## src/rtl/seg7_pkg.sv

```systemverilog
// Shared 7-segment definitions: segment bit positions, digit patterns and the
// BCD-to-segment decode function used by the lookup sub-module.
package seg7_pkg;

    localparam int SEG_W = 7;

    localparam logic [SEG_W-1:0] SEG_A = 7'b000_0001;
    localparam logic [SEG_W-1:0] SEG_B = 7'b000_0010;
    localparam logic [SEG_W-1:0] SEG_C = 7'b000_0100;
    localparam logic [SEG_W-1:0] SEG_D = 7'b000_1000;
    localparam logic [SEG_W-1:0] SEG_E = 7'b001_0000;
    localparam logic [SEG_W-1:0] SEG_F = 7'b010_0000;
    localparam logic [SEG_W-1:0] SEG_G = 7'b100_0000;

    localparam logic [SEG_W-1:0] DIGIT_0_PAT = SEG_A | SEG_B | SEG_C | SEG_D | SEG_E | SEG_F;
    localparam logic [SEG_W-1:0] DIGIT_1_PAT = SEG_B | SEG_C;
    localparam logic [SEG_W-1:0] DIGIT_2_PAT = SEG_A | SEG_B | SEG_D | SEG_E | SEG_G;
    localparam logic [SEG_W-1:0] DIGIT_3_PAT = SEG_A | SEG_B | SEG_C | SEG_D | SEG_G;
    localparam logic [SEG_W-1:0] DIGIT_4_PAT = SEG_B | SEG_C | SEG_F | SEG_G;
    localparam logic [SEG_W-1:0] DIGIT_5_PAT = SEG_A | SEG_C | SEG_D | SEG_F | SEG_G;
    localparam logic [SEG_W-1:0] DIGIT_6_PAT = SEG_A | SEG_C | SEG_D | SEG_E | SEG_F | SEG_G;
    localparam logic [SEG_W-1:0] DIGIT_7_PAT = SEG_A | SEG_B | SEG_C;
    localparam logic [SEG_W-1:0] DIGIT_8_PAT = SEG_A | SEG_B | SEG_C | SEG_D | SEG_E | SEG_F | SEG_G;
    localparam logic [SEG_W-1:0] DIGIT_9_PAT = SEG_A | SEG_B | SEG_C | SEG_F | SEG_G;
    localparam logic [SEG_W-1:0] BLANK_PAT   = '0;

    // Active-high pattern; codes 10-15 are not BCD and show blank.
    function automatic logic [SEG_W-1:0] bcd_to_seg(input logic [3:0] digit);
        logic [SEG_W-1:0] pat;
        pat = BLANK_PAT;
        case (digit)
            4'd0:    pat = DIGIT_0_PAT;
            4'd1:    pat = DIGIT_1_PAT;
            4'd2:    pat = DIGIT_2_PAT;
            4'd3:    pat = DIGIT_3_PAT;
            4'd4:    pat = DIGIT_4_PAT;
            4'd5:    pat = DIGIT_5_PAT;
            4'd6:    pat = DIGIT_6_PAT;
            4'd7:    pat = DIGIT_7_PAT;
            4'd8:    pat = DIGIT_8_PAT;
            4'd9:    pat = DIGIT_9_PAT;
            default: pat = BLANK_PAT;
        endcase
        return pat;
    endfunction

endpackage

```

## src/rtl/bcd_seg_decoder_if.sv

```systemverilog
// Digit-in / segments-out bundle between a digit source and one display digit.
interface bcd_seg_decoder_if;
    logic [3:0] bcd;
    logic [6:0] seven_seg_display;

    modport master (output bcd, input seven_seg_display);
    modport slave  (input bcd, output seven_seg_display);
endinterface

```

## src/rtl/bcd_seg_decoder_lut.sv

```systemverilog
// Combinational 4-to-7 lookup producing the active-high segment pattern.
module bcd_seg_lut
    import seg7_pkg::*;
(
    input  logic [3:0]       bcd,
    output logic [SEG_W-1:0] seg
);

    assign seg = bcd_to_seg(bcd);

endmodule

```

## src/rtl/bcd_seg_decoder.sv

```systemverilog
// One-digit BCD to 7-segment decoder with optional polarity inversion and an
// optional asynchronously-reset output register.
module bcd_seg_decoder
    import seg7_pkg::*;
#(
    parameter bit SEG_ACTIVE_LOW = 1'b0,
    parameter bit OUTPUT_REG     = 1'b1
) (
    input  logic               clk,
    input  logic               reset,
    bcd_seg_decoder_if.slave   seg_if
);

    // Reset shows a dark display, so it follows the polarity like any pattern.
    localparam logic [SEG_W-1:0] RESET_PAT = SEG_ACTIVE_LOW ? ~BLANK_PAT : BLANK_PAT;

    logic [SEG_W-1:0] seg_raw;
    logic [SEG_W-1:0] seg_next;

    bcd_seg_lut u_lut (
        .bcd (seg_if.bcd),
        .seg (seg_raw)
    );

    genvar gi;
    generate
        for (gi = 0; gi < SEG_W; gi++) begin : g_pol
            assign seg_next[gi] = seg_raw[gi] ^ SEG_ACTIVE_LOW;
        end

        if (OUTPUT_REG) begin : g_reg
            logic [SEG_W-1:0] seg_reg;

            always_ff @(posedge clk or negedge reset) begin
                if (!reset) begin
                    seg_reg <= RESET_PAT;
                end else begin
                    seg_reg <= seg_next;
                end
            end

            assign seg_if.seven_seg_display = seg_reg;
        end else begin : g_comb
            logic unused_clk_rst;
            assign unused_clk_rst = clk ^ reset;
            assign seg_if.seven_seg_display = seg_next;
        end
    endgenerate

endmodule

```

## src/flat_wrapper.sv

```systemverilog
// flat-port wrapper written by rule: the top's interface ports become plain ports
module bcd_seg_decoder_flat import seg7_pkg::*;
#(
    parameter bit SEG_ACTIVE_LOW = 1'b0,
    parameter bit OUTPUT_REG     = 1'b1
)
  (clk, reset, seg_if_bcd, seg_if_seven_seg_display);
  bcd_seg_decoder_if seg_if_i ();
  input  logic clk;
  input  logic reset;
  input wire logic [$bits(seg_if_i.bcd)-1:0] seg_if_bcd;
  output wire logic [$bits(seg_if_i.seven_seg_display)-1:0] seg_if_seven_seg_display;
  assign seg_if_i.bcd = seg_if_bcd;
  assign seg_if_seven_seg_display = seg_if_i.seven_seg_display;
  bcd_seg_decoder #(.SEG_ACTIVE_LOW(SEG_ACTIVE_LOW), .OUTPUT_REG(OUTPUT_REG)) u_core (.clk(clk), .reset(reset), .seg_if(seg_if_i));
endmodule
```

## config.mk

```make
export PLATFORM = sky130hd
export DESIGN_NAME = bcd_seg_decoder_flat
export DESIGN_NICKNAME = d
export VERILOG_FILES = /design/src/rtl/seg7_pkg.sv /design/src/rtl/bcd_seg_decoder_if.sv /design/src/rtl/bcd_seg_decoder_lut.sv /design/src/rtl/bcd_seg_decoder.sv /design/src/flat_wrapper.sv
export SDC_FILE = /design/constraint.sdc
export NUM_CORES = 1
export LEC_CHECK = 0
export ABC_AREA = 1
export CORE_AREA = 2 2 39 41
export DETAILED_ROUTE_END_ITERATION = 10
export DIE_AREA = 0 0 41 43
export PLACE_DENSITY = 0.61
export SLEW_MARGIN = 5
export SYNTH_ARGS = -nofsm -noshare
export SYNTH_HDL_FRONTEND = slang
export SYNTH_SLANG_ARGS = --single-unit
```

## constraint.sdc

```tcl
create_clock -name clk -period 0.8 [get_ports clk]
set_input_delay 0.16 -clock clk [delete_from_list [all_inputs] [get_ports clk]]
set_output_delay 0.16 -clock clk [all_outputs]
set_load 0.05 [all_outputs]
```

# Word level (Yosys, flattened, before mapping)
# Memory sizes are Yosys's and may differ from the RTL's. A register that Yosys moved wholly into a read port is not among the register bits.
# Index checks and enable logic that the tools add are counted.
[classes]
add_sub_neg = 0
n_mul = 0
n_shift = 0
order_cmp = 0
mux = 0
reduce_logical = 1
n_div = 0
eq_ne = 0
bitwise = 0
[op_table]
columns = ["cell", "count"]
rows = [
  ["1-bit zero test", 1],
]
[word_totals]
mem_bits_rw = 0
word_cells = 2
reg_bits = 0
rom_bits = 112
latchBits = 0
out_inout_bits = 7
input_bits = 6
mem_count = 1
[memory_table]
columns = ["memory", "depth", "word_bits", "rd", "rd_clocked_by_memory_dff", "wr", "line", "source"]
rows = [
  ["(name not given)", 16, 7, 1, 1, 0, "seg7_pkg.sv:31", "case (digit)"],
]

# Depth between registers and ports, before layout
# Gate-level depths: netlist of the first run.
[logic_depth]
ltp_word = 1
depth_mapped = 7
mapped_depth_nobuf = 7

# By module
# From an unflattened synthesis of the first run, not the netlist that was laid out.
[hier_totals]
cells_unflattened = 47
area_unflattened_um2 = 389.1
[modules_own_cells]
columns = ["mod", "instances", "area_per_inst_um2", "seq_area_each_um2", "cells_per_inst"]
rows = [
  ["bcd_seg_lut", 1, 214.0, 0.0, 40],
  ["bcd_seg_decoder", 1, 175.2, 175.2, 7],
]

# Worst setup path before layout of the first run
# Ideal clock, no wire load.
[synth_path]
path_type = "input port to flip-flop"
from = "input port seg_if_bcd[0]"
to = "register u_core.g_reg.seg_reg[3], in the netlist u_core.seg_if.seven_seg_display[3]"
n_path_buf = 0
setup_ns = 0.119
slack_ns = -0.032
cell_stages = 6
required_ns = 0.681
arrival_time_ns = 0.713
cell_sequence = "inv_1 ha_1 nand2_1 nand2_1 nor2_1 nor2_1"
[synth_rtl]
columns = ["item", "line", "source"]
rows = [
  ["start: declaration", "flat_wrapper.sv:11", "input wire logic [$bits(seg_if_i.bcd)-1:0] seg_if_bcd;"],
  ["end: declaration", "bcd_seg_decoder.sv:32", "logic [SEG_W-1:0] seg_reg;"],
]

# Worst setup path after layout of the first run
[layout_path]
from = "register u_core.g_reg.seg_reg[0], in the netlist u_core.seg_if.seven_seg_display[0]"
to = "output port seg_if_seven_seg_display[0]"
[layout_rtl]
columns = ["item", "line", "source"]
rows = [
  ["end: declaration", "flat_wrapper.sv:12", "output wire logic [$bits(seg_if_i.seven_seg_display)-1:0] seg_if_seven_seg_display;"],
]
# No word-level cell between the ends.

==> results of run 1 <==
## how the worst max path moves through the flow
stage	cells past startpoint	slack, ns	to
2_1_floorplan	6	0.02	u_core.seg_if.seven_seg_display[3]$_DFF_PN0_
3_3_place_gp	7	-0.56	u_core.seg_if.seven_seg_display[3]$_DFF_PN0_
3_5_place_dp	7	-0.55	u_core.seg_if.seven_seg_display[3]$_DFF_PN0_
4_1_cts	1	-0.16	seg_if_seven_seg_display[0]
5_1_grt	1	-0.17	seg_if_seven_seg_display[6]
6_report	1	-0.14	seg_if_seven_seg_display[0]
## timing repair
action	4_1_cts	5_1_grt
hold buffers	0	0
gates resized for setup	7	3
pin swaps	2	1
hold endpoints to repair	0	0
endpoints found under the setup margin	14	13
## routing by layer
layer | up-vias | share of wire | global-route usage
met1 | 129 | 0.40 | 0.08852
met3 | 0 | 0.089 | 0.02094
li1 | 182 | - | -
met5 | - | 0 | 0
met4 | 0 | 0 | 0.06000
met2 | 10 | 0.51 | 0.1375
## cells by family (layout without fill, tap and decap cells)
logic type / Yosys count / after routing / share of synthesized area
DFF: 7 / 7 / 0.4502
adders and majority gates: 6 / 6 / 0.1929
AOI/OAI and AO/OA: 2 / 2 / 0.02570
buffers and inverters: 8 / 30 / 0.07717
and+or+nand+nor: 24 / 24 / 0.2540
## synth_stat cells
master / n
nand2_1: 19
dfrtp_1: 7
nor2_1: 3
o21ai_0: 1
nand2_2: 1
a21oi_1: 1
nand3_2: 1
inv_1: 6
inv_2: 2
ha_1: 6
## where the power goes
group          internal (W)  switching, W
clock network      0.000189      0.000111
logic              0.000175      0.000193
registers          0.000385     0.0000229
total              0.000749      0.000327
## area by class of cell
type / instances / area [um^2]
fill: 128 / 708.2
inverter: 8 / 32.53
timing repair buffer: 18 / 222.7
clock buffer: 4 / 26.28
sequential: 7 / 175.2
multi-input combinational: 32 / 198.9
tap: 16 / 20.02
## stage by stage
stage | worst slack [ns] | setup TNS (ns) | hold slack [ns] | power [W]
after global routing | -0.1689 | -1.160 | 0.1804 | 0.001145
after floorplan | 0.01843 | 0 | -0.1356 | 0.0005773
after CTS | -0.1606 | -1.088 | 0.1552 | 0.001099
final | -0.1437 | -0.9925 | 0.1603 | 0.001076
after detailed placement | -0.5533 | -3.551 | 0.4215 | 0.0007926
after global placement | -0.5591 | -3.527 | 0.4210 | 0.0007900
==> run_results.csv, run 1 <==
group,metric,value,unit
finish,layout_commonest_cell,"nand2_1",
route,drt_pass1_iterations,3,
synth,netlist.area_leader.share,0.4502,
placed_design,hpwl,526.8,um
synth,ys_ff_latch,7,
pwr,p_per_area,1593,nW/um^2
synth,synth.cell_area,389.1,um^2
finish,synth_to_layout_area_growth,73.63,%
flow_run,max-cap-violations,0,
sta,timing_worst_slew_pin_value,0.2776,ns
finish,post-route-util,0.4882,
grt,grt_total_ovfl,0,
finish,final_layout_size_suffix_gt1_frac,0.3768,
critical_path,worstPathMaxFanout,1,
floorplan,floorplan.io_pins,13,
sta,rsz0062_at_grt,"true",
clock_tree,ctsLongestPathBuffers,2,
sta,layout_worst_path_cycle_share,1.180,
route,total_routed_length,617,um
route,first_iter_violations,2,
synth,synth.avg_cell_area,8.279,um^2
clock_tree,cts_tree,"built",
route,drtAntennaViolNets,0,
clock_tree,cts_sinks,7,
critical_path,worstSetupPathType,"flip-flop to primary output",
placed_design,io_buffers,12,
placed_design,dp.cells,81,
sta,report.final.hold_viol_count,0,
floorplan,fp-row-count,14,
grt,grt_pass1_wl,1035,um
finish,final_cell_mix,"nand2_1, buf_12, dfrtp_1",
floorplan,die_w,41,um
placed_design,postPlaceCellArea,659.4,um^2
critical_path,end_kind,"primary output",
critical_path,cp_slowest_cell,"dfrtp_1",
route,drt-wirelength-per-cell,7.259,um
grt,antenna_violations_before_repair,0,
clock_tree,numCtsBuffers,3,
run_status,failed_checks,"negative setup slack",
run_status,outcome,"finished with violations",
finish,n_antenna_cell,0,
pwr,p_leak,0.3664,nW
min_path,worstHoldPathType,"input pin to asynchronous set/reset pin",
finish,final_area,675.6,um^2
floorplan,die-area,1763,um^2
synth,synth_top_cell_by_area,"dfrtp_1",
synth,net_count_after_synthesis,59,
critical_path,timing.critical_path.arrival,0.78,ns
grt,grt.total_usage,0.08485,
sta,timing.fmax,1060,MHz
synth,ys_warn_count,0,
sta,maxSlewHeadroom,0.8143,
clock_tree,htree_levels,1,
finish,final-instance-count-excl-fill,85,
sta,setup_ws,-0.1437,ns
grt,maximum_number_of_pins_on_one_net_before_global_route_repair,8,
route,post_drt_via_cell_ratio,3.776,
synth,post_synth_num_cell_types,10,
critical_path,cpPeakStageDelay,0.39,ns
critical_path,crit_buf_inv,1,
grt,via_count_of_the_first_global_routing_pass,282,
sta,final-setup-viol-count,7,
floorplan,initial_core_util,0.2812,
critical_path,critPathTopFamily,"flip-flops",
floorplan,core,1384,um^2
finish,largest_register_ffs,7,
synth,synthCells,47,
critical_path,critPathLaunch,"u_core.seg_if.seven_seg_display[0]$_DFF_PN0_",
critical_path,cp_cell_sequence,"buf_12",
route,vias,321,
placed_design,gp_routability_congestion,0.7997,
critical_path,worst-endpoint-required,0.64,ns
clock_tree,cts_setup_buffers,0,
finish,nNetsFinal,82,
synth,ys_top_cells_by_area,"dfrtp_1, ha_1, nand2_1",
clock_tree,clk_root_buffer_cell,"clkbuf_4",
route,drc,0,
sta,period_needed,0.9437,ns
sta,report.final.slew_viol_count,0,
critical_path,worst_setup_path_start_kind,"flip-flop",
clock_tree,clk_pin_slew_worst_paths,0.05,ns
floorplan,die_y,43,um
synth,ys_seq_area_frac,0.4502,
pwr,vdd_drop_max,0.5018,mV
No activity file was read; power rests on OpenSTA's default activity.
==> inputs of run 2 (changes only) <==
--- a/config.mk
+++ b/config.mk
@@ -5,11 +5,12 @@
 export SDC_FILE = /design/constraint.sdc
 export NUM_CORES = 1
 export LEC_CHECK = 0
-export ABC_AREA = 1
-export CORE_AREA = 2 2 39 41
+export CELL_PAD_IN_SITES_DETAIL_PLACEMENT = 1
+export CELL_PAD_IN_SITES_GLOBAL_PLACEMENT = 2
+export CORE_MARGIN = 2
+export CORE_UTILIZATION = 22
 export DETAILED_ROUTE_END_ITERATION = 10
-export DIE_AREA = 0 0 41 43
-export PLACE_DENSITY = 0.61
+export PLACE_DENSITY = 0.72
 export SLEW_MARGIN = 5
 export SYNTH_ARGS = -nofsm -noshare
 export SYNTH_HDL_FRONTEND = slang
==> run 2 against run 1 <==
The run still ends with negative setup slack left. Core utilization fell by 8.6 points. Hold slack barely moved. Sequential share of layout area shrank 0.14 points. Sequential power about the same. Clock power is 3% higher. Non-clock buffer count shrank 1.
==> run_results.csv, run 2 <==
group,metric,value,unit
run_status,outcome,"finished with violations",
run_status,failed_checks,"negative setup slack",
synth,yosys.cell_count.top_type,"dfrtp_1",
route,first_iter_violations,7,
clock_tree,clk_root_buffer_cell,"clkbuf_4",
sta,rsz0062_at_grt,"true",
finish,post-route-util,0.4022,
grt,grt.total_usage,0.1008,
sta,setup_ws,-0.1515,ns
clock_tree,cts.hold.buffers_added,0,
route,total_routed_length,834,um
synth,post_synth_mux_area_share,0,
synth,ys_warn_count,0,
pwr,share_clk_of_total_power,0.276,
pwr,fin_total_pwr,0.001125,W
pwr,power_frac_seq,0.365,
clock_tree,clk_pin_slew_worst_paths,0.05,ns
clock_tree,cts_sinks,7,
finish,final_cell_mix,"buf_12, dfrtp_1, buf_4",
floorplan,die_w,45.86,um
clock_tree,ctsLongestPathBuffers,2,
sta,final-setup-viol-count,7,
pwr,power.combinational.fraction,0.359,
floorplan,floorplan.io_pins,13,
placed_design,io_buffers,12,
synth,ys_seq_area_frac,0.4545,
clock_tree,cts_tree,"built",
pwr,netSwitchingFraction,0.3132,
grt,via_count_of_the_first_global_routing_pass,338,
synth,net_count_after_synthesis,47,
critical_path,cpPeakStageDelay,0.39,ns
floorplan,core,1689,um^2
sta,timing.fmax,1051,MHz
critical_path,critPathLaunch,"u_core.seg_if.seven_seg_display[3]$_DFF_PN0_",
finish,nNetsFinal,68,
critical_path,critPathTopFamily,"flip-flops",
critical_path,worstSetupPathDepth,1,
grt,grt_pass1_wl,1421,um
synth,post_synth_num_cell_types,14,
pwr,vdd_drop_max,0.4409,mV
critical_path,crit_end,"seg_if_seven_seg_display[3]",
sta,timing_worst_slew_pin_value,0.2933,ns
synth,edff_count_synth,0,
placed_design,hpwl,685.7,um
synth,netlist.area_leader.share,0.4545,
route,drt-wirelength-per-cell,11.58,um
synth,largest_family_of_logic_cells_by_synthesized_area,"compound AO/OA/AOI/OAI gates",
flow_run,max-cap-violations,0,
clock_tree,htree_levels,1,
min_path,worstHoldPathType,"input pin to asynchronous set/reset pin",
critical_path,worstPathMaxFanout,1,
synth,post_synth_fa_ha_maj_area_fraction,0.1948,
floorplan,die_y,45.86,um
sta,layout_worst_path_cycle_share,1.189,
critical_path,end_kind,"primary output",
finish,largest_register_ffs,7,
route,drt_pass1_iterations,4,
pwr,p_int,0.0007724,W
synth,synth.avg_cell_area,11.01,um^2
synth,synth-async-reset-ratio,1.000,
synth,synth-compound-area-share,0.1948,
sta,period_needed,0.9515,ns
synth,synthCells,35,
sta,report.final.hold_viol_count,0,
route,drc,0,
critical_path,worst_setup_path_start_kind,"flip-flop",
clock_tree,numCtsBuffers,3,
placed_design,place_worst_setup_slack,-0.6199,ns
critical_path,worst-endpoint-required,0.64,ns
pwr,netSwitchingPower,0.0003523,W
synth,ys_dominant_reg_cell,"dfrtp_1",
placed_design,dp.cells,67,
pwr,p_per_area,1655,nW/um^2
pwr,p_leak,0.3188,nW
grt,antenna_violations_before_repair,0,
critical_path,cp_slowest_cell,"dfrtp_1",
synth,synth_top_cell_by_area,"dfrtp_1",
finish,final-instance-count-excl-fill,72,
floorplan,initial_core_util,0.2281,
synth,synth.cell_area,385.4,um^2
grt,grt_total_ovfl,0,
synth,synthXorXnorAreaFrac,0.02273,
route,post_drt_via_cell_ratio,4.583,
critical_path,worstSetupPathType,"flip-flop to primary output",
synth,ys_top_cells_by_area,"dfrtp_1, ha_1, inv_1",
sta,report.final.slew_viol_count,0,
finish,n_antenna_cell,0,
sta,maxSlewHeadroom,0.8038,
synth,synthTopCellsByCount,"dfrtp_1, ha_1, inv_1",
critical_path,cp_cell_sequence,"buf_12",
grt,maximum_number_of_pins_on_one_net_before_global_route_repair,8,
floorplan,die-area,2103,um^2
placed_design,gp_routability_congestion,0.7677,
synth,yosys.area_share.simple,0.05519,
critical_path,crit_buf_inv,1,
finish,synth_to_layout_area_growth,76.30,%
route,drtAntennaViolNets,0,
critical_path,timing.critical_path.arrival,0.79,ns
finish,final_layout_size_suffix_gt1_frac,0.4909,
synth,ys_ff_latch,7,
floorplan,fp-row-count,15,
route,vias,330,
run 2: logic make-up after synthesis:
family,count (synthesis)
AOI/OAI and AO/OA,12
adders and majority gates,6
xor gates and xnor gates,1
buffers and inverters,6
DFF,7
and+or+nand+nor,3
run 2: final cells by class:
cell class,count,area [um^2]
repair buffers,17,221.5
well taps,17,21.27
clock buffers,4,26.28
fillers,178,1010
multi-input cells,22,214.0
flip-flops and latches,7,175.2
inverters,5,21.27
run 2: through the flow:
stage / setup TNS, ns / hold slack, ns / cell area [um^2]
finish: -1.048 / 0.1600 / 679.4
global route: -1.242 / 0.1731 / 679.4
CTS: -1.119 / 0.1723 / 685.7
detailed placement: -3.895 / 0.4371 / 615.6
global placement: -3.653 / 0.4255 / 615.6
floorplan: 0 / -0.1356 / 385.4
run 2: how the worst min path moves through the flow:
stage	start	end	slack (ns)
after floorplan	reset	u_core.seg_if.seven_seg_display[0]$_DFF_PN0_	-0.14
after global placement	reset	u_core.seg_if.seven_seg_display[3]$_DFF_PN0_	0.43
after detailed placement	reset	u_core.seg_if.seven_seg_display[0]$_DFF_PN0_	0.44
after CTS	reset	u_core.seg_if.seven_seg_display[3]$_DFF_PN0_	0.17
after global routing	reset	u_core.seg_if.seven_seg_display[3]$_DFF_PN0_	0.17
final	reset	u_core.seg_if.seven_seg_display[0]$_DFF_PN0_	0.16
run 2: layer usage:
| layer | GRT usage | share of wire | up-vias |
|---|---|---|---|
| met4 | 0.08571 | 0.026 | 0 |
| met1 | 0.09330 | 0.37 | 153 |
| met2 | 0.1778 | 0.53 | 16 |
| met3 | 0.02778 | 0.072 | 4 |
| met5 | 0 | 0 | - |
| li1 | - | - | 157 |
run 2: what timing repair did:
| item | 4_1_cts | 5_1_grt |
|---|---|---|
| setup buffers | 1 | 0 |
| resized for setup | 17 | 5 |
| pin swaps | 3 | 1 |
| endpoints found under the setup margin | 14 | 12 |
run 2: power by group through the flow:
stage,clock network [W],registers (W),logic [W]
3_5_place_dp,0,0.000417,0.000388
3_3_place_gp,0,0.000416,0.000386
2_1_floorplan,0,0.000512,0.0000752
6_report,0.000310,0.000411,0.000403
4_1_cts,0.000322,0.000412,0.000404
5_1_grt,0.000348,0.000413,0.000429
==> inputs of run 3 (changes only) <==
--- a/config.mk
+++ b/config.mk
@@ -10,7 +10,7 @@
 export CORE_MARGIN = 2
 export CORE_UTILIZATION = 22
 export DETAILED_ROUTE_END_ITERATION = 10
-export PLACE_DENSITY = 0.72
+export PLACE_DENSITY = 0.79
 export SLEW_MARGIN = 5
 export SYNTH_ARGS = -nofsm -noshare
 export SYNTH_HDL_FRONTEND = slang
==> run 3 against run 2 <==
The flow still finishes with violations (negative setup slack). Count of clock-buffer cells in the layout did not move. Non-clock buffer count fell by 2. Via count fell by 9.4%. Sequential power barely moved. Cell count fell by 2.8%. First-iteration DRC count fell by 86%. Hold slack barely moved. Sequential share of layout area rose by 2.1 points. Critical path type unchanged. Largest cell class unchanged. Largest power group unchanged.
==> run_results.csv, run 3 (synthesis gave the netlist of run 2 again) <==
group,metric,value,unit
grt,grt.total_usage,0.08717,
sta,rsz0062_at_grt,"true",
floorplan,die-area,2103,um^2
sta,setup_ws,-0.1543,ns
critical_path,cp_slowest_cell,"dfrtp_1",
floorplan,die_y,45.86,um
placed_design,postPlaceCellArea,608.1,um^2
clock_tree,cts_setup_buffers,0,
sta,report.final.hold_viol_count,0,
min_path,worstHoldPathType,"input pin to asynchronous set/reset pin",
finish,synth_to_layout_area_growth,62.99,%
sta,period_needed,0.9543,ns
critical_path,worst_setup_path_start_kind,"flip-flop",
finish,final_cell_mix,"buf_12, dfrtp_1, ha_1",
critical_path,worstPathMaxFanout,1,
clock_tree,numCtsBuffers,3,
critical_path,worstSetupPathDepth,1,
run_status,failed_checks,"negative setup slack",
grt,grt_total_ovfl,0,
run_status,outcome,"finished with violations",
route,drtAntennaViolNets,0,
critical_path,end_kind,"primary output",
clock_tree,htree_levels,1,
critical_path,worst-endpoint-required,0.64,ns
route,vias,299,
finish,nNetsFinal,66,
clock_tree,clk_pin_slew_worst_paths,0.05,ns
clock_tree,ctsLongestPathBuffers,2,
critical_path,timing.critical_path.arrival,0.79,ns
floorplan,fp-row-count,15,
route,total_routed_length,735,um
sta,report.final.slew_viol_count,0,
critical_path,crit_buf_inv,1,
pwr,fin_total_pwr,0.001094,W
route,drt_pass1_iterations,2,
route,first_iter_violations,1,
floorplan,die_w,45.86,um
placed_design,hpwl,655.8,um
route,drc,0,
finish,final_layout_size_suffix_gt1_frac,0.3962,
clock_tree,cts.hold.buffers_added,0,
floorplan,core,1689,um^2
route,drt-wirelength-per-cell,10.50,um
finish,post-route-util,0.3719,
critical_path,worstSetupPathType,"flip-flop to primary output",
finish,final_area,628.1,um^2
floorplan,initial_core_util,0.2281,
sta,timing.fmax,1048,MHz
clock_tree,cts_sinks,7,
floorplan,floorplan.io_pins,13,
placed_design,io_buffers,12,
sta,layout_worst_path_cycle_share,1.193,
critical_path,critPathTopFamily,"flip-flops",
pwr,vdd_drop_max,0.4404,mV
clock_tree,clk_root_buffer_cell,"clkbuf_4",
placed_design,gp_routability_congestion,0.7370,
clock_tree,cts_tree,"built",
sta,maxSlewHeadroom,0.8042,
grt,grt_pass1_wl,1255,um
grt,antenna_violations_before_repair,0,
finish,largest_register_ffs,7,
finish,n_antenna_cell,0,
critical_path,cp_cell_sequence,"buf_12",
critical_path,cpPeakStageDelay,0.39,ns
flow_run,max-cap-violations,0,
sta,timing_worst_slew_pin_value,0.2928,ns
sta,fin_setup_tns,-1.042,ns
pwr,p_leak,0.3071,nW
route,post_drt_via_cell_ratio,4.271,
sta,final-setup-viol-count,7,
pwr,p_per_area,1743,nW/um^2
grt,via_count_of_the_first_global_routing_pass,326,
grt,maximum_number_of_pins_on_one_net_before_global_route_repair,8,
run 3: per-layer routing:
layer  global-route usage  part of all wire
met3                    0             0.024
met5                    0                 0
met2               0.1611              0.56
met1              0.07674              0.39
met4               0.1029             0.023
run 3: final cells by class:
cell class	count	area (um^2)
multi-input cells	22	185.2
well taps	17	21.27
flip-flops and latches	7	175.2
inverters	5	18.77
fillers	188	1061
repair buffers	15	201.4
clock buffers	4	26.28
run 3: path summary, 6_finish.rpt:
| check | from | end | slack, ns |
|---|---|---|---|
| setup / recovery | u_core.seg_if.seven_seg_display[1]$_DFF_PN0_ | seg_if_seven_seg_display[1] | -0.15 |
| hold / removal | reset | u_core.seg_if.seven_seg_display[5]$_DFF_PN0_ | 0.16 |
| max in group asynchronous | reset | u_core.seg_if.seven_seg_display[0]$_DFF_PN0_ | 0.41 |
| min in group clk | seg_if_bcd[1] | u_core.seg_if.seven_seg_display[1]$_DFF_PN0_ | 0.31 |
run 3: metrics by stage:
step | std cells | setup slack, ns | hold slack (ns)
final | 70 | -0.1543 | 0.1597
after global routing | 70 | -0.1885 | 0.1740
after CTS | 70 | -0.1671 | 0.1699
after detailed placement | 66 | -0.5890 | 0.4365
after global placement | 66 | -0.5947 | 0.4305
after floorplan | 35 | 0.03389 | -0.1356
run 3: power breakdown:
part / internal, W / switching, W
logic: 0.000180 / 0.000193
registers: 0.000386 / 0.0000250
clock network: 0.000190 / 0.000120
run 3: timing repair:
action,4_1_cts,5_1_grt
pin swaps,2,1
gates resized for setup,11,3
setup endpoints to repair,14,11
gates cloned,0,0
